==> src/rtl/ps2_pkg.sv <==
// rtl/ps2_pkg.sv - shared constants, types and scan-code to ASCII helper for the PS/2 key event decoder
package ps2_pkg;

  localparam logic [7:0] PS2_EXT   = 8'hE0;
  localparam logic [7:0] PS2_BRK   = 8'hF0;
  localparam logic [7:0] PS2_PAUSE = 8'hE1;
  localparam logic [7:0] SC_LSHIFT = 8'h12;
  localparam logic [7:0] SC_RSHIFT = 8'h59;
  localparam logic [7:0] SC_CAPS   = 8'h58;

  // One decoded key event as stored in the event FIFO.
  typedef struct packed {
    logic       brk;
    logic       ext;
    logic [7:0] code;
    logic [7:0] ascii;
  } ps2_event_t;

  localparam int EVENT_W = $bits(ps2_event_t);

  typedef enum logic [1:0] {
    S_IDLE,
    S_POP,
    S_WAIT
  } rx_state_t;

  // Scan-code set 2 to ASCII; letters follow upper_letters, digits follow shift.
  function automatic logic [7:0] sc_to_ascii(input logic [7:0] code, input logic ext,
                                             input logic upper_letters, input logic shift);
    logic [7:0] letter;
    logic [7:0] digit;
    logic [7:0] digit_sh;
    logic [7:0] result;
    letter   = 8'h00;
    digit    = 8'h00;
    digit_sh = 8'h00;
    result   = 8'h00;
    if (!ext) begin
      case (code)
        8'h1C: letter = 8'h61;
        8'h32: letter = 8'h62;
        8'h21: letter = 8'h63;
        8'h23: letter = 8'h64;
        8'h24: letter = 8'h65;
        8'h2B: letter = 8'h66;
        8'h34: letter = 8'h67;
        8'h33: letter = 8'h68;
        8'h43: letter = 8'h69;
        8'h3B: letter = 8'h6A;
        8'h42: letter = 8'h6B;
        8'h4B: letter = 8'h6C;
        8'h3A: letter = 8'h6D;
        8'h31: letter = 8'h6E;
        8'h44: letter = 8'h6F;
        8'h4D: letter = 8'h70;
        8'h15: letter = 8'h71;
        8'h2D: letter = 8'h72;
        8'h1B: letter = 8'h73;
        8'h2C: letter = 8'h74;
        8'h3C: letter = 8'h75;
        8'h2A: letter = 8'h76;
        8'h1D: letter = 8'h77;
        8'h22: letter = 8'h78;
        8'h35: letter = 8'h79;
        8'h1A: letter = 8'h7A;
        default: letter = 8'h00;
      endcase
      case (code)
        8'h16: begin digit = 8'h31; digit_sh = 8'h21; end
        8'h1E: begin digit = 8'h32; digit_sh = 8'h40; end
        8'h26: begin digit = 8'h33; digit_sh = 8'h23; end
        8'h25: begin digit = 8'h34; digit_sh = 8'h24; end
        8'h2E: begin digit = 8'h35; digit_sh = 8'h25; end
        8'h36: begin digit = 8'h36; digit_sh = 8'h5E; end
        8'h3D: begin digit = 8'h37; digit_sh = 8'h26; end
        8'h3E: begin digit = 8'h38; digit_sh = 8'h2A; end
        8'h46: begin digit = 8'h39; digit_sh = 8'h28; end
        8'h45: begin digit = 8'h30; digit_sh = 8'h29; end
        default: begin digit = 8'h00; digit_sh = 8'h00; end
      endcase
      if (letter != 8'h00) begin
        result = upper_letters ? (letter - 8'h20) : letter;
      end else if (digit != 8'h00) begin
        result = shift ? digit_sh : digit;
      end else if (code == 8'h29) begin
        result = 8'h20;
      end else if (code == 8'h5A) begin
        result = 8'h0D;
      end
    end
    return result;
  endfunction

endpackage

==> src/rtl/ps2_event_fifo.sv <==
// rtl/ps2_event_fifo.sv - first-word-fall-through event FIFO
module ps2_event_fifo #(
  parameter int WIDTH = 18,
  parameter int DEPTH = 8
) (
  input  logic             clk,
  input  logic             rest,
  input  logic             push,
  input  logic [WIDTH-1:0] din,
  input  logic             pop,
  output logic [WIDTH-1:0] dout,
  output logic             empty,
  output logic             full
);

  localparam int AW = (DEPTH > 1) ? $clog2(DEPTH) : 1;
  localparam int CW = AW + 1;
  localparam logic [CW-1:0] FULL_CNT = CW'(DEPTH);

  logic [WIDTH-1:0] mem [DEPTH];
  logic [AW-1:0]    wr_ptr;
  logic [AW-1:0]    rd_ptr;
  logic [CW-1:0]    count;
  logic             do_push;
  logic             do_pop;

  assign empty   = (count == '0);
  assign full    = (count == FULL_CNT);
  assign do_push = push && !full;
  assign do_pop  = pop && !empty;
  assign dout    = mem[rd_ptr];

  // Storage array; contents need no reset because count gates visibility.
  always_ff @(posedge clk) begin
    if (do_push) begin
      mem[wr_ptr] <= din;
    end
  end

  // Pointer and occupancy bookkeeping.
  always_ff @(posedge clk or negedge rest) begin
    if (!rest) begin
      wr_ptr <= '0;
      rd_ptr <= '0;
      count  <= '0;
    end else begin
      if (do_push) wr_ptr <= wr_ptr + AW'(1);
      if (do_pop)  rd_ptr <= rd_ptr + AW'(1);
      case ({do_push, do_pop})
        2'b10:   count <= count + CW'(1);
        2'b01:   count <= count - CW'(1);
        default: count <= count;
      endcase
    end
  end

endmodule

==> src/rtl/ps2_key_event_decoder.sv <==
// rtl/ps2_key_event_decoder.sv - PS/2 scan-code to key event decoder with event FIFO
module ps2_key_event_decoder
  import ps2_pkg::*;
#(
  parameter int FIFO_DEPTH      = 8,
  parameter int CNT_WIDTH       = 8,
  parameter bit SUPPRESS_REPEAT = 1'b1
) (
  input  logic                 clk,
  input  logic                 rest,
  input  logic [7:0]           rx_data,
  input  logic                 rx_ready,
  input  logic                 rx_overflow,
  output logic                 nextdata_n,
  output logic                 ev_valid,
  input  logic                 ev_ready,
  output logic                 ev_brk,
  output logic                 ev_ext,
  output logic [7:0]           ev_code,
  output logic [7:0]           ev_ascii,
  output logic                 held_valid,
  output logic                 held_ext,
  output logic [7:0]           held_code,
  output logic                 shift,
  output logic                 caps,
  output logic [CNT_WIDTH-1:0] press_cnt,
  output logic                 err,
  input  logic                 clr_err
);

  rx_state_t  state;
  rx_state_t  next_state;
  logic       latch;
  logic       pend_ext;
  logic       pend_brk;
  logic       lshift;
  logic       rshift;
  logic       ovf_q;
  logic       is_code;
  logic       is_make;
  logic       is_break;
  logic       matches_held;
  logic       is_repeat;
  logic       suppress;
  logic       do_push;
  logic       fifo_empty;
  logic       fifo_full;
  ps2_event_t new_event;
  ps2_event_t head;

  assign shift = lshift | rshift;

  // Byte handshake with the receiver: latch, pulse nextdata_n, then one dead cycle.
  always_ff @(posedge clk or negedge rest) begin
    if (!rest) state <= S_IDLE;
    else       state <= next_state;
  end

  // Next-state and pop-pulse decode; a full FIFO holds off the receiver.
  always_comb begin
    next_state = state;
    latch      = 1'b0;
    nextdata_n = 1'b1;
    case (state)
      S_IDLE: begin
        if (rx_ready && !fifo_full) begin
          latch      = 1'b1;
          next_state = S_POP;
        end
      end
      S_POP: begin
        nextdata_n = 1'b0;
        next_state = S_WAIT;
      end
      S_WAIT:  next_state = S_IDLE;
      default: next_state = S_IDLE;
    endcase
  end

  // Classify the latched byte and build the event word from the pending prefixes.
  always_comb begin
    is_code      = latch && (rx_data != PS2_EXT) && (rx_data != PS2_BRK) && (rx_data != PS2_PAUSE);
    is_make      = is_code && !pend_brk;
    is_break     = is_code && pend_brk;
    matches_held = held_valid && (held_ext == pend_ext) && (held_code == rx_data);
    is_repeat    = is_make && matches_held;
    suppress     = is_repeat && SUPPRESS_REPEAT;
    do_push      = is_code && !suppress;
    new_event.brk   = pend_brk;
    new_event.ext   = pend_ext;
    new_event.code  = rx_data;
    new_event.ascii = pend_brk ? 8'h00 : sc_to_ascii(rx_data, pend_ext, shift ^ caps, shift);
  end

  // Prefix tracking: E0/F0 accumulate in either order, E1 and real codes clear them.
  always_ff @(posedge clk or negedge rest) begin
    if (!rest) begin
      pend_ext <= 1'b0;
      pend_brk <= 1'b0;
    end else if (latch) begin
      if (rx_data == PS2_EXT) begin
        pend_ext <= 1'b1;
      end else if (rx_data == PS2_BRK) begin
        pend_brk <= 1'b1;
      end else begin
        pend_ext <= 1'b0;
        pend_brk <= 1'b0;
      end
    end
  end

  // Held key, press counter and modifier state, updated alongside the event push.
  always_ff @(posedge clk or negedge rest) begin
    if (!rest) begin
      held_valid <= 1'b0;
      held_ext   <= 1'b0;
      held_code  <= 8'h00;
      press_cnt  <= '0;
      lshift     <= 1'b0;
      rshift     <= 1'b0;
      caps       <= 1'b0;
    end else begin
      if (is_make && !is_repeat) begin
        held_valid <= 1'b1;
        held_ext   <= pend_ext;
        held_code  <= rx_data;
      end else if (is_break && matches_held) begin
        held_valid <= 1'b0;
      end
      if (is_make && !suppress) begin
        press_cnt <= press_cnt + CNT_WIDTH'(1);
      end
      if (is_code && !pend_ext) begin
        if (rx_data == SC_LSHIFT) lshift <= !pend_brk;
        if (rx_data == SC_RSHIFT) rshift <= !pend_brk;
        if ((rx_data == SC_CAPS) && is_make && !is_repeat) caps <= !caps;
      end
    end
  end

  // Sticky overflow error on the rising edge of rx_overflow; clearing wins.
  always_ff @(posedge clk or negedge rest) begin
    if (!rest) begin
      ovf_q <= 1'b0;
      err   <= 1'b0;
    end else begin
      ovf_q <= rx_overflow;
      if (clr_err) begin
        err <= 1'b0;
      end else if (rx_overflow && !ovf_q) begin
        err <= 1'b1;
      end
    end
  end

  ps2_event_fifo #(
    .WIDTH (EVENT_W),
    .DEPTH (FIFO_DEPTH)
  ) u_fifo (
    .clk   (clk),
    .rest  (rest),
    .push  (do_push),
    .din   (new_event),
    .pop   (ev_ready),
    .dout  (head),
    .empty (fifo_empty),
    .full  (fifo_full)
  );

  assign ev_valid = !fifo_empty;
  assign ev_brk   = head.brk;
  assign ev_ext   = head.ext;
  assign ev_code  = head.code;
  assign ev_ascii = head.ascii;

endmodule

==> config.mk <==
export PLATFORM = sky130hd
export DESIGN_NAME = ps2_key_event_decoder
export DESIGN_NICKNAME = d
export VERILOG_FILES = /design/src/rtl/ps2_pkg.sv /design/src/rtl/ps2_event_fifo.sv /design/src/rtl/ps2_key_event_decoder.sv
export SDC_FILE = /design/constraint.sdc
export NUM_CORES = 1
export LEC_CHECK = 0
export BUFFER_PORTS_ARGS = -buffer_cell sky130_fd_sc_hd__clkbuf_2
export CELL_PAD_IN_SITES_DETAIL_PLACEMENT = 1
export CELL_PAD_IN_SITES_GLOBAL_PLACEMENT = 1
export CORE_UTILIZATION = 29
export DETAILED_ROUTE_END_ITERATION = 10
export GPL_ROUTABILITY_DRIVEN = 0
export GPL_TIMING_DRIVEN = 0
export PLACE_DENSITY = 0.55
export RECOVER_POWER = 25
export SLEW_MARGIN = 5
export SYNTH_ARGS = -nofsm -noshare
export SYNTH_HDL_FRONTEND = slang
export SYNTH_SLANG_ARGS = --single-unit
export TNS_END_PERCENT = 30
==> constraint.sdc <==
create_clock -name clk -period 3.6 [get_ports clk]
set_input_delay 0.54 -clock clk [delete_from_list [all_inputs] [get_ports clk]]
set_output_delay 0.54 -clock clk [all_outputs]
set_load 0.005 [all_outputs]
# ---- Word level (Yosys, flattened, before mapping)
# Memory sizes are Yosys's and may differ from the RTL's.
# Index checks and enable logic that the tools add are counted.
dict set report word_totals {
  mem_bits_rw 144
  mem_bits_ro 896
  regBits 37
  elab_cells 119
  inputBits 14
  out_inout_bits 41
  n_memories 2
}
# name words width read_ports rd_ports_with_merged_regs write_ports line_no
set memory_table {}
lappend memory_table {{(name not given)} 128 7 1 0 0 ps2_pkg.sv:39} ;# case (code)
lappend memory_table {u_fifo.mem 8 18 1 0 1 ps2_event_fifo.sv:20} ;# logic [WIDTH-1:0] mem [DEPTH];
dict set report op_classes {
  eq_ne 28
  mux 28
  n_reduce_logical 37
  bitwise 3
  n_addsub 6
}
# cell count
set ops {}
lappend ops {{$mux W8} 9}
lappend ops {{$pmux W7 S10} 1}
lappend ops {{$pmux W6 S10} 1}
lappend ops {{$eq A8 B6 Y1 const B} 7}
lappend ops {{$eq A8 B7 Y1 const B} 5}
lappend ops {{$eq A8 B5 Y1 const B} 3}
lappend ops {{$ne A8 B8 Y1 const B} 3}
lappend ops {{$logic_and A1 B1 Y1} 18}
lappend ops {{$eq A8 B8 Y1 const B} 2}
lappend ops {{$reduce_bool A8 Y1} 2}
lappend ops {{$mux W1} 12}
lappend ops {{$reduce_and A2 Y1} 5}
lappend ops {{$add A8 B1 Y8 const B} 1}
lappend ops {{$eq A8 B8 Y1} 1}
lappend ops {{$pmux W4 S2} 1}
lappend ops {{$sub A8 B6 Y8 const B} 1}
lappend ops {{$logic_not A1 Y1} 7}
lappend ops {{$add A3 B1 Y3 const B} 2}
lappend ops {{$mux W6} 1}
lappend ops {{$reduce_bool A2 Y1} 3}
lappend ops {{$add A4 B1 Y4 const B} 1}
lappend ops {{$eq A2 B1 Y1 const B} 2}
lappend ops {{$eq A4 B4 Y1 const B} 1}
lappend ops {{$logic_not A4 Y1} 1}
lappend ops {{other kinds (11)} 12}

# ---- Depth between registers and ports, before layout
dict set report depth {
  depth_word 15
  depth_mapped 16
}

# ---- Hierarchy
# From an unflattened synthesis, not the netlist that was laid out.
dict set report hier_totals {
  cells_unflattened 537
  hier_area_um2 8436.8
}
# mod n_inst cells_each seq_area_each_um2 area_per_inst_um2
set modules_own_cells {}
lappend modules_own_cells {ps2_event_fifo 1 275 4574.4 6153.4}
lappend modules_own_cells {ps2_key_event_decoder 1 262 675.6 2283.4}

# ---- Least setup slack after synthesis
# OpenSTA, ideal clock, no wires.
dict set report synth_timing {
  path_kind {in2reg}
  startpoint {input port rx_data[1]}
  endpoint {memory u_fifo.mem[4][0] (enable)}
  t_required_ns 3.180
  arrival_ns 3.680
  path_stages 10
  path_buffers 2
  setup_slack_ns -0.500
  path_cell_list {clkbuf_1 inv_1 ha_1 clkbuf_1 nor2b_1 nor2_1 o21ai_2 a21oi_1 nand2b_1 nor3b_1}
}
dict set report synth_via {
  elab_chain_cells 11
  elab_cells_between_ends 15
  cone_classes {eq/ne (4); mux (2); reduce/logical (9)}
}
# item line_no
set synth_rtl {}
lappend synth_rtl {{start, declared} ps2_key_event_decoder.sv:11} ;# input logic [7:0] rx_data,
lappend synth_rtl {{$ne A8 B8 Y1} ps2_key_event_decoder.sv:82} ;# is_code = latch && (rx_data != PS2_EXT) && (rx_data != PS2_BRK) && (rx_data != PS2_PAUSE);
lappend synth_rtl {{$logic_and A1 B1 Y1 (3 in a row)} ps2_key_event_decoder.sv:82}
lappend synth_rtl {{$logic_and A1 B1 Y1} ps2_key_event_decoder.sv:83} ;# is_make = is_code && !pend_brk;
lappend synth_rtl {{$logic_and A1 B1 Y1} ps2_key_event_decoder.sv:86} ;# is_repeat = is_make && matches_held;
lappend synth_rtl {{$logic_not A1 Y1} ps2_key_event_decoder.sv:88} ;# do_push = is_code && !suppress;
lappend synth_rtl {{$logic_and A1 B1 Y1 *} ps2_key_event_decoder.sv:88}
lappend synth_rtl {{$logic_and A1 B1 Y1 *} ps2_event_fifo.sv:29} ;# assign do_push = push && !full;
lappend synth_rtl {{$mux W1 *} ps2_event_fifo.sv:35} ;# if (do_push) begin
lappend synth_rtl {{$mux W1 (not written as such) *} ps2_event_fifo.sv:36} ;# mem[wr_ptr] <= din;
lappend synth_rtl {{end, declared} ps2_event_fifo.sv:20}
# Mark *: on every way between the ends. The rest lies on a longest branch, timed or not.

# ---- Worst setup path in the final report
dict set report layout_timing {
  startpoint {input port rx_data[1]}
  endpoint {register u_fifo.count[3]}
}
dict set report layout_via {
  elab_chain_cells 11
  elab_cells_between_ends 17
  cone_classes {eq/ne (6); mux (1); reduce/logical (10)}
}
# item line_no
set layout_rtl {}
lappend layout_rtl {{$ne A8 B8 Y1} ps2_key_event_decoder.sv:82}
lappend layout_rtl {{$logic_and A1 B1 Y1 (3 in a row)} ps2_key_event_decoder.sv:82}
lappend layout_rtl {{$logic_and A1 B1 Y1} ps2_key_event_decoder.sv:83}
lappend layout_rtl {{$logic_and A1 B1 Y1} ps2_key_event_decoder.sv:86}
lappend layout_rtl {{$logic_not A1 Y1} ps2_key_event_decoder.sv:88}
lappend layout_rtl {{$logic_and A1 B1 Y1 *} ps2_key_event_decoder.sv:88}
lappend layout_rtl {{$logic_and A1 B1 Y1 *} ps2_event_fifo.sv:29}
lappend layout_rtl {{$eq A2 B1 Y1 or $eq A2 B2 Y1 (tied branches)} ps2_event_fifo.sv:49} ;# case ({do_push, do_pop})
lappend layout_rtl {{$pmux W4 S2 or $reduce_bool A2 Y1 (tied branches)} --}
lappend layout_rtl {{end signal, assigned} ps2_event_fifo.sv:50} ;# 2'b10: count <= count + CW'(1);
lappend layout_rtl {{end signal, assigned} ps2_event_fifo.sv:51} ;# 2'b01: count <= count - CW'(1);
lappend layout_rtl {{end signal, assigned} ps2_event_fifo.sv:52} ;# default: count <= count;
lappend layout_rtl {{end, declared} ps2_event_fifo.sv:23} ;# logic [CW-1:0] count;
# Marks and branches as above.
# A chain may end at the register's enable or synchronous reset.

==> flow_summary.yaml <==
layout:
  mostFrequentLayoutCells: "edfxtp_1, clkbuf_2, mux4_2, dfrtp_1, nand2_1"
  layout_commonest_cell: "edfxtp_1"
  antenna_cells: 0
  design_area_mm2: 0.01003
  synthToLayoutAreaGrowth_pct: 19.62
  layout-drive-gt1-share_pct: 30.94
  fin_nets: 657
setup_path:
  cp-start-kind: "input pin"
  cp-end-kind: "register"
  r2r-start: "u_fifo.count[0]"
  cp.required_ns: 3.92
  worstRegToRegCells: 12
  worstPathArrival_ns: 3.80
  reg2reg_to: "u_fifo.count[3]"
  cp_max_fo: 13
  ff2ff_setup_slack_ns: 0.54
  setup.worst_path.start: "rx_data[1]"
  crit_type: "in -> reg"
grt:
  grt_pass1_vias: 5463
  grt-ovfl-total: 0
  grtUsageTotal_pct: 15.09
  grt_pass1_wl_mm: 32.60
  grt_max_degree: 38
  antenna_found_initial: 0
power:
  leakagePower_nw: 3.541
  power_density_mw_per_mm2: 720.0
  clkPwrFrac_pct: 26.4
  p_int_w: 0.004817
  pwr-share-seq_pct: 40.0
  p_comb_share_pct: 33.6
  p_sw_w: 0.002405
  vdd_drop_max_uv: 317.2
  swShare_pct: 33.30
routing:
  drt-pass1-iter-count: 4
  drtAntennaViolNets: 0
  wl_per_cell_um: 20.56
  routed_wl_mm: 20.93
  drc: 0
  routed_via_density: 4.916
  drt_iter0_drc: 258
  dr_total_vias: 5004
outcome:
  outcome: "complete, but fails checks"
  violations: "capacitance limit, slew limit"
clocking:
  clk_path_buf_depth: 2
  cts_root_buf: "clkbuf_16"
  clk_pin_slew_ns: 0.08
  clock_insertion_delay_worst_skew_ns: 0.43
  cts_tree: "yes"
  numCtsBuffers: 17
  clkSinkCount: 181
  htreeDepth: 4
sta:
  fin_crit_sh_pct: 96.58
  hold_viol_final: 0
  skew_ns: 0.01645
  rsz0062_at_grt: "true"
  finalSetupViolations: 0
  slew_violations: 38
  slew_headroom_pct: -39.44
  min_period_ns: 3.477
  worst_slew_pin_slew_ns: 2.092
  clock.fmax_ghz: 0.2876
  fin_setup_tns_ns: 0
yosys:
  synthArstFlopShare_pct: 20.44
  ys.flop_type: "edfxtp_1"
  synth_cell_type_count: 67
  synth_area_mm2: 0.008384
  syn_inst: 542
  ys_warn_count: 0
  synth_edf_count: 144
  avgSynthCellArea_um2: 15.47
  synth_nets: 572
  synth_seq_cells: 181
  synth-seq-area-share_pct: 62.62
placed_design:
  io_buffers: 54
  placed_area_mm2: 0.009326
  place_hpwl_mm: 14.73
die:
  io-pin-count: 55
  coreArea_mm2: 0.02809
  dieWidth_um: 172.0
  initial_core_util_pct: 29.85
  rows: 61
  die_h_um: 172.0
  die_area_mm2: 0.02960
min_path:
  holdPathStages: 1
  hold_start: "rx_overflow"
  hold_path.class: "in -> reg"
  min_to: "ovf_q"
flow_run:
  drv_cap: 1
[sequential cells by signal, indices dropped and copies added, names as in the netlist]
signal / count
caps: 1
err: 1
held_code: 8
held_ext: 1
held_valid: 1
lshift: 1
ovf_q: 1
pend_brk: 1
pend_ext: 1
press_cnt: 8
rshift: 1
state: 2
u_fifo.count: 4
u_fifo.mem: 144
u_fifo.rd_ptr: 3
u_fifo.wr_ptr: 3
[final cells by class]
class	count	area, um2
plain buffers	32	176.4
clock buffers	17	425.4
clock inverters	15	177.7
fillers	2956	18060
inverters	18	67.56
multi-input cells	311	3042
flip-flops and latches	181	5250
well taps	378	473.0
repair buffers	66	417.9
[stage by stage]
stage	hold slack [ns]	power (W)	setup WS (ns)	utilization (%)	std cells
2_1_floorplan	0.2444	0.004415	-0.3926	-	542
3_3_place_gp	0.4739	0.005203	-2.787	32.53	974
3_5_place_dp	0.4860	0.005378	-1.201	33.21	986
4_1_cts	0.2118	0.007354	-0.003310	35.64	1018
5_1_grt	0.2251	0.007638	-0.05973	35.71	1018
6_report	0.2385	0.007222	0.1231	35.71	1018
[synthesized netlist by cell type (all sizes together) (3+ instances only)]
cell type	n	area, um2
and3	4	25.02
nor2b	6	37.54
nor3	12	71.32
mux4	37	833.3
mux2i	6	60.06
xor2	6	52.55
ha	15	187.7
inv	18	67.56
edfxtp	144	4324
a31oi	3	18.77
a21oi	10	53.80
nand2b	12	75.07
o21ai	18	93.84
buf	19	112.6
o221ai	3	26.28
clkbuf	13	48.80
or2	3	18.77
o211ai	3	22.52
mux2	36	409.1
nor2	19	71.32
and2	3	18.77
dfrtp	37	925.9
xnor2	23	201.4
nand3	4	20.02
a21o	3	22.52
nand4	10	68.81
nand3b	6	45.04
nor3b	3	22.52
nand2	31	116.4
[critical path, cell delays in order]
cell and delay, ns:
clkbuf_4 0.21, clkbuf_4 0.24, inv_1 0.12, ha_1 0.27, buf_2 0.23, nor2b_1 0.17, nor2_1 0.18, o21ai_4 0.13
a21oi_4 0.27, inv_1 0.12, ha_1 0.24, ha_1 0.28, a21o_1 0.19, a21oi_1 0.22, xnor2_1 0.15, nor2_1 0.07
xor2_1 0.14
[logic make-up after synthesis]
family / Yosys count / share of synthesized area [%]
adders and majority gates: 16 / 2.477
buffers and inverters: 50 / 2.731
AOI/OAI and AO/OA: 66 / 5.791
xor gates and xnor gates: 29 / 3.029
DFF: 181 / 62.62
muxes: 79 / 15.54
and+or+nand+nor: 121 / 7.820
[routing by layer]
layer	share of wire, %	routed length, um	track usage (%)
met1	44	9156	19.09
met2	53	11030	26.74
met3	2.4	502	2.220
met4	1.1	238	4.194
met5	0	0	0
[power by group through the flow]
stage	clock, W	combinational [W]	sequential [W]
after floorplan	0	0.00154	0.00288
after global placement	0	0.00229	0.00291
after detailed placement	0	0.00244	0.00294
after CTS	0.00196	0.00250	0.00289
after global routing	0.00203	0.00267	0.00294
final	0.00191	0.00243	0.00289
[worst max path at each step]
stage | endpoint | slack, ns | depth (start not counted)
after detailed placement | u_fifo.mem[2][2] | -1.20 | 11
after global placement | u_fifo.mem[5][15] | -2.79 | 11
after CTS | ev_code[0] | -0.003 | 5
after global routing | u_fifo.count[3] | -0.06 | 17
after floorplan | u_fifo.mem[0][0] | -0.39 | 10
final | u_fifo.count[3] | 0.12 | 17
[what timing repair did]
item / 4_1_cts / 5_1_grt
hold buffers: 0 / 0
pin swaps: 0 / 1
resized for setup: 16 / 8
cloned: 0 / 0
setup endpoints to repair: 213 / 55
setup buffers: 0 / 0
Power figures use the tool's default switching activity.
